--- config.mk ---
export PLATFORM = sky130hd
export DESIGN_NAME = ram_fifo_ctrl
export DESIGN_NICKNAME = d
export VERILOG_FILES = /design/src/rtl/ram_fifo_ctrl.sv
export SDC_FILE = /design/constraint.sdc
export NUM_CORES = 1
export LEC_CHECK = 0
export ABC_AREA = 1
export CELL_PAD_IN_SITES_DETAIL_PLACEMENT = 1
export CELL_PAD_IN_SITES_GLOBAL_PLACEMENT = 1
export CORE_ASPECT_RATIO = 1.4
export CORE_UTILIZATION = 37
export CTS_CLUSTER_SIZE = 20
export DETAILED_ROUTE_END_ITERATION = 6
export HOLD_SLACK_MARGIN = 0.12
export PLACE_DENSITY = 0.85
export SLEW_MARGIN = 10
export SYNTH_ARGS = -nofsm -noshare
export SYNTH_HDL_FRONTEND = slang
export SYNTH_SLANG_ARGS = --single-unit
export TNS_END_PERCENT = 100
--- constraint.sdc ---
create_clock -name in_clk -period 4.35 [get_ports in_clk]
set_input_delay 0.6525 -clock in_clk [delete_from_list [all_inputs] [get_ports in_clk]]
set_output_delay 0.6525 -clock in_clk [all_outputs]
set_load 0.01 [all_outputs]
--- src/rtl/ram_fifo_ctrl.sv ---
// FIFO controller driving an external 2-port RAM (port 1 write, port 2 read).
// A 2-entry register buffer hides the RAM's registered read latency.
module ram_fifo_ctrl #(
  parameter int unsigned ADDR_BITS = 3,
  parameter int unsigned WORD_BITS = 8
) (
  input  logic                 in_clk,
  input  logic                 in_rst,
  input  logic                 in_wr_valid,
  output logic                 out_wr_ready,
  input  logic [WORD_BITS-1:0] in_wr_data,
  output logic                 out_rd_valid,
  input  logic                 in_rd_ready,
  output logic [WORD_BITS-1:0] out_rd_data,
  output logic [ADDR_BITS+1:0] out_count,
  output logic                 out_full,
  output logic                 out_empty,
  output logic                 out_ram_write_ena,
  output logic [ADDR_BITS-1:0] out_ram_addr_w,
  output logic [WORD_BITS-1:0] out_ram_data_w,
  output logic                 out_ram_read_ena,
  output logic [ADDR_BITS-1:0] out_ram_addr_r,
  input  logic [WORD_BITS-1:0] in_ram_data_r
);

  localparam int unsigned PTR_BITS = ADDR_BITS + 1;
  localparam int unsigned CNT_BITS = ADDR_BITS + 2;
  localparam int unsigned DEPTH    = 2 ** ADDR_BITS;

  logic [PTR_BITS-1:0]  wr_ptr;
  logic [PTR_BITS-1:0]  rd_ptr;
  logic [PTR_BITS-1:0]  ram_count;
  logic                 inflight;
  logic [1:0]           buf_occ;
  logic [WORD_BITS-1:0] buf_head;
  logic [WORD_BITS-1:0] buf_tail;
  logic                 push;
  logic                 pop;
  logic                 issue;
  logic [2:0]           occ_after;

  assign ram_count    = wr_ptr - rd_ptr;
  assign out_wr_ready = (ram_count < PTR_BITS'(DEPTH));
  assign out_full     = (ram_count == PTR_BITS'(DEPTH));

  // Push is gated by reset so the RAM write enable stays low while in reset.
  assign push         = in_wr_valid && out_wr_ready && !in_rst;
  assign out_rd_valid = (buf_occ != 2'd0);
  assign pop          = out_rd_valid && in_rd_ready;

  // Buffer occupancy after this edge; issue only if the returning word will fit.
  assign occ_after = 3'(buf_occ) + 3'(inflight) - 3'(pop);
  assign issue     = (ram_count != '0) && (occ_after <= 3'd1);

  assign out_ram_write_ena = push;
  assign out_ram_addr_w    = wr_ptr[ADDR_BITS-1:0];
  assign out_ram_data_w    = in_wr_data;
  assign out_ram_read_ena  = issue;
  assign out_ram_addr_r    = rd_ptr[ADDR_BITS-1:0];

  assign out_rd_data = buf_head;
  assign out_count   = CNT_BITS'(ram_count) + CNT_BITS'(inflight) + CNT_BITS'(buf_occ);
  assign out_empty   = (out_count == '0);

  always_ff @(posedge in_clk or posedge in_rst) begin
    if (in_rst) begin
      wr_ptr   <= '0;
      rd_ptr   <= '0;
      inflight <= 1'b0;
      buf_occ  <= 2'd0;
      buf_head <= '0;
      buf_tail <= '0;
    end else begin
      if (push) wr_ptr <= wr_ptr + PTR_BITS'(1);
      if (issue) rd_ptr <= rd_ptr + PTR_BITS'(1);
      inflight <= issue;
      buf_occ  <= occ_after[1:0];
      // Shift-register buffer: head is always the oldest word.
      unique case ({inflight, pop})
        2'b10: begin
          if (buf_occ == 2'd0) buf_head <= in_ram_data_r;
          else buf_tail <= in_ram_data_r;
        end
        2'b01: buf_head <= buf_tail;
        2'b11: begin
          if (buf_occ == 2'd2) begin
            buf_head <= buf_tail;
            buf_tail <= in_ram_data_r;
          end else begin
            buf_head <= in_ram_data_r;
          end
        end
        default: ;
      endcase
    end
  end

  overflow_chk: assert property (@(posedge in_clk) disable iff (in_rst) occ_after <= 3'd2);

endmodule

==> summary.txt <==
Die
  • Core area: around 0.0046 sq mm
  • Site row count: 29
  • Die ar.: approximately 0.0051 sq mm
  • I/O pin cnt: 53
  • Die H: between 80 and 90 um
  • Die X: between 60 and 70 um
  • Starting density of the core: 0.391

Logic synthesis
  • Area share of the largest cell type after synthesis: 0.378
  • Post-synth ARST share: 1.00
  • Ranking of synthesized cells by area: dfrtp_1, nand3_1, nand2_1
  • Syn. warnings: 0
  • Ys flop type: dfrtp_1
  • Synthesized area per cell: ~8.6 sq um
  • Mapped Area: roughly 0.0018 sq mm
  • Number of synthesized register bits: 27
  • Area leader, netlist: dfrtp_1
  • Sequential area share after synthesis: 0.378
  • Yosys cell types: 28
  • Post-synth EDFFs: 0
  • Syn Nets: 240
  • Synth Instances: 209

Finish
  • Nets: 265
  • # diodes: 0
  • P&R area growth vs syn: 19.9%
  • Share of cells above drive strength 1: 0.150
  • Commonest cells after routing, fill and taps aside: nand2_1, clkdlybuf4s50_1, nand3_1, inv_1, dfrtp_1
  • Most common cell after layout, fill and taps aside: nand2_1
  • Fin area: approximately 0.0021 sq mm

Clock network
  • # clock sinks: 27
  • Clk slew on worst S/H paths: ~0.1 ns
  • Hold Buf Count CTS: 0
  • Post_cts resized: 0
  • CTS tree: yes
  • Root Buffer: clkbuf_8
  • Setup bufs post-CTS: 0
  • Later-pin clock latency in the skew report: between 0.2 and 0.3 ns
  • Htree depth: 1
  • CTS buffer count: 3
  • Max Buffers Root-to-Sink: 2

Route
  • DR vias: ~1400
  • M1 WL: roughly 1.6 mm
  • Drt first pass iters: 4
  • Post-route ant nets: 0
  • Top sig layer: met4
  • Routed WL: approximately 4.1 mm
  • Drt initial violations: 65
  • Met3 WL: ~140 um
  • Routed len/inst: approximately 14 um
  • # DRC: 0
  • Via-to-Cell Ratio: just under 5
  • Met2 WL: roughly 2.3 mm

Setup path
  • CP arrival: 3.25 ns
  • Worst setup startpoint: in_rd_ready
  • Worst setup EP type: output port
  • Startpoint Class: input pin
  • Reg2reg start: buf_occ[1]
  • CP Class: in -> out
  • Req. time, crit path: about 3.7 ns
  • CP Max Fanout: 8

Timing
  • Worst-Margin Slew: around 1.1 ns
  • Count of pins over their slew limit: 0
  • Final worst slack: ~0.45 ns
  • Finish-stage setup viols: 0
  • Endpoints failing hold: 0
  • Slew HR: 0.280
  • Clock Skew: 0.00545 ns
  • Tcrit/Tclk final: 0.898
  • F_max: 256 MHz
  • Hold_ws: roughly 0.50 ns
  • RSZ-0062 raised after global routing: false
  • Tmin final: between 3 and 4 ns
  • Setup TNS: 0 ns

Power
  • Pint: ~1.1 mW
  • Share of power burned in registers: 0.232
  • Static Leak: approximately 1.0 nW
  • Clock power share: 0.073
  • Total power: roughly 2.1 mW
  • Combinational share of power: 0.695
  • Power per cell area: roughly 1000 mW/mm^2
  • Sw Pwr: between 0.9 and 1 mW
  • Sw Share: 0.463
  • Worst VDD drop: 0.445 mV

Global route
  • Total global routing overflow: 0
  • Antenna violations before repair: 0
  • Vias in the first global route: 1526
  • Gr usage total: 0.183
  • First-pass GRT wire length: ~7 mm
  • Largest net degree at the start of global routing: 28

Placed design
  • GPL Wtd Cong: ~0.76
  • Post-detail-place hpwl: 3.20 mm
  • Port-buffer cells: 36
  • Placed Area: around 0.0021 sq mm
  • Post-place setup slack: 0.431 ns

Outcome
  • Status: complete, no violations

Worst hold path
  • Hold wc startpoint: buf_tail[3]
  • Worst hold path type: reg -> reg

Flow run
  • Max cap viols: 0
flip-flops by register name, indices dropped and copies added (netlist names):
name	flops
wr_ptr	4
inflight	1
rd_ptr	4
buf_occ	2
buf_tail	8
out_rd_data	8
cells in the mapped netlist (2+ instances only):
library cell / count
nand2_1: 37
nand3_1: 33
inv_1: 29
dfrtp_1: 27
buf_4: 14
nor2_1: 12
nand2_2: 9
ha_1: 7
a21oi_2: 5
fa_1: 4
o211ai_1: 4
o21ai_2: 4
xor2_1: 4
nand3_2: 3
inv_2: 2
nor2_2: 2
or2_2: 2
logic make-up (layout without fill, tap and decap cells):
logic type               Yosys count  in the layout  share of synthesized area
flip-flops                        27             27                      0.378
XOR/XNOR                           5              5                     0.0245
buffers and inverters             47             71                      0.139
AND/OR/NAND/NOR                  104            104                      0.298
AO/OA/AOI/OAI                     15             15                     0.0672
adder cells (fa/ha/maj)           11             11                     0.0938
final cells by class:
class	instances	area, sq um
flip-flops and latches	27	676
well taps	62	77.6
fillers	571	2430
inverters	31	116
multi-input cells	135	865
clock inverters	1	7.51
clock buffers	3	41.3
repair buffers	36	360
critical path, stage by stage:
cell	delay, ns
clkdlybuf4s50_1	0.45
inv_1	0.08
nor2_8	0.17
nand2_2	0.09
nand2_1	0.08
inv_1	0.05
ha_1	0.18
fa_1	0.38
xnor2_1	0.15
nor2_2	0.20
nand2_2	0.13
inv_1	0.09
clkdlybuf4s50_1	0.53
per-layer routing:
layer  GRT usage  vias to the layer above
met5           0                        -
met4      0.0661                        0
met3      0.0216                        5
met2       0.339                       28
met1       0.206                      694
li1            -                      698
stage by stage:
step	util	std cells
2_1_floorplan	-	209
3_3_place_gp	0.458	291
3_5_place_dp	0.458	291
4_1_cts	0.469	295
5_1_grt	0.469	295
6_report	0.469	295
final timing paths:
path	endpoint	slack, ns	depth (start not counted)
setup / recovery	out_ram_read_ena	0.45	13
hold / removal	buf_tail[3]	0.50	2
setup reg to reg	rd_ptr[2]	1.96	13
hold reg to reg	buf_tail[3]	0.50	2
max in group asynchronous	out_rd_data[2]	2.74	2
min in group asynchronous	wr_ptr[3]	0.96	2
power groups by stage:
stage / Clock (mW) / Sequential, mW / Combinational (mW)
floorplan: 0 / 0.480 / 0.945
global placement: 0 / 0.487 / 1.43
detailed placement: 0 / 0.494 / 1.48
CTS: 0.160 / 0.489 / 1.49
global route: 0.167 / 0.507 / 1.63
finish: 0.154 / 0.487 / 1.46
(Power assumes the default switching activity.)
==> patch: new RTL, config.mk and constraints unchanged <==
Set the parameter `WORD_BITS` to 10 (it was 8).
--- a/src/rtl/ram_fifo_ctrl.sv
+++ b/src/rtl/ram_fifo_ctrl.sv
@@ -2,7 +2,7 @@
 // A 2-entry register buffer hides the RAM's registered read latency.
 module ram_fifo_ctrl #(
   parameter int unsigned ADDR_BITS = 3,
-  parameter int unsigned WORD_BITS = 8
+  parameter int unsigned WORD_BITS = 10
 ) (
   input  logic                 in_clk,
   input  logic                 in_rst,
Ports: changed (resized in_ram_data_r, in_wr_data, out_ram_data_w and out_rd_data); port bits go from 53 to 61. No check against the original RTL was run, so the function may have changed too.
==> patch against the unedited design <==
Synthesized cell count up 12%; total power is 14% higher; routed wire length up 9.0%; global-route usage down 0.70 points; final area grew 12%; sequential cell count increased by 4; via count grew 11%; count of clock-buffer cells in the layout rose by 3; worst setup slack better by 0.059 ns; non-clock buffer count increased by 5; sequential share of layout area rose by 0.89 points; clock power rose by 95%; synthesized area rose by 9.0%; critical path type unchanged; critical endpoint unchanged; largest power group unchanged.
==> patch: results (changes against the unedited design) <==
* Status: completed
* Filler cells at 588 (+3.0%)
* Cts bufs inserted at 5 (+2)
* Buffers excl. clock at 41 (+14%)
* Global-route met2 utilization at 0.320 (-0.0185)
* Clock transition at path regs at 0.07 ns (-0.03 ns)
* Non-clk invs at 33 (+6.5%)
* Clock-cell share of area at 0.0491 (+0.0264)
* Vias per inst at 4.87 (+0.84%)
* CTS H-tree lvls at 2 (+1)
* Synth top area cells: dfrtp_1, nand2_1, nand3_1
* Clock buf count at 6 (+3)
* Largest fanout on the critical path at 12 (+4)
* Final HPWL DP at 3310 µm (+3.3%)
* Post-layout net count at 296 (+12%)
* P_leak at 1.20 nW (+16%)
* Arr. time, crit path at 3.19 ns (-0.06 ns)
* Hold path startpoint: buf_tail[0]$_DFFE_PP0P_
* Yosys cell types at 24 (-14%)
* Share of layout cells above drive strength 1 at 0.137 (-0.0128)
* Post-synth top cells: nand2_1, dfrtp_1, inv_1
* # port buffers at 40 (+11%)
* Met2 WL post-DR at 2310 µm (+0.92%)
* Post-Syn Area per Cell at 8.30 µm² (-3.0%)
* Multi-input gate area at 888 µm² (+2.7%)
* Metal3 WL at 154 µm (+12%)
* Global Route Usage Sum at 0.176 (-0.00699)
* Count of multi-input gates at 149 (+10%)
* Initial drt markers at 108 (+66%)
* Via count at 1588 (+11%)
* Critical R2R Launch: buf_occ[1]$_DFF_PP0_
* Routed WL at 4440 µm (+9.0%)
* Wl on met1 at 1900 µm (+20%)
* GP Congestion at 0.754 (-0.65%)
* Post-Route Skew at 0.00890 ns (+0.00345 ns)
* Largest net degree at the start of global routing at 25 (-11%)
* Met3 Use GR at 0.0365 (+0.0149)
* First-pass GRT wire length at 7470 µm (+5.6%)
* Max-slew headroom at 0.336 (+0.0558)
* NonClk Buf Share at 0.170 (+0.00229)
* DP Cell Count at 318 (+9.3%)
* #FFs+latches synth at 31 (+15%)
* Syn_nets at 270 (+13%)
## patch: final timing paths
kind / end / slack, ns / cells after the start
max: out_ram_read_ena / 0.51 / 11
min: buf_tail[0]$_DFFE_PP0P_ / 0.49 / 2
max reg2reg: rd_ptr[0]$_DFFE_PP0P_ / 2.08 / 11
min reg2reg: buf_tail[0]$_DFFE_PP0P_ / 0.49 / 2
max in group asynchronous: buf_tail[9]$_DFFE_PP0P_ / 2.73 / 3
min in group asynchronous: wr_ptr[1]$_DFFE_PP0P_ / 0.92 / 2
## patch: where the power goes
group | internal [mW] | switching, mW
clock network | 0.185 | 0.115
registers | 0.426 | 0.119
logic | 0.725 | 0.825
## patch: worst register-to-register path: stages, from the launching register on
cell,delay (ns)
dfrtp_1,0.45
nor2_2,0.16
inv_2,0.06
nand2_2,0.18
nand2_1,0.11
nand2_1,0.08
ha_1,0.16
fa_1,0.45
nor2_2,0.23
nand2_2,0.13
nand2_1,0.08
nand2_1,0.06
## patch: kinds of logic after synthesis
group / synth area share
AND/OR/NAND/NOR: 0.252
buffers and inverters: 0.146
flip-flops: 0.398
AO/OA/AOI/OAI: 0.0905
adder cells (fa/ha/maj): 0.0860
XOR/XNOR: 0.0270
## patch: stage by stage
| step | total power, mW | instance area (µm²) | setup WS [ns] | util |
|---|---|---|---|---|
| floorplan | 1.52 | 1950 | 1.54 | - |
| global placement | 2.06 | 2280 | 0.575 | 0.459 |
| detailed placement | 2.11 | 2280 | 0.497 | 0.459 |
| CTS | 2.43 | 2390 | 0.483 | 0.483 |
| global route | 2.61 | 2390 | 0.305 | 0.483 |
| finish | 2.40 | 2390 | 0.505 | 0.483 |
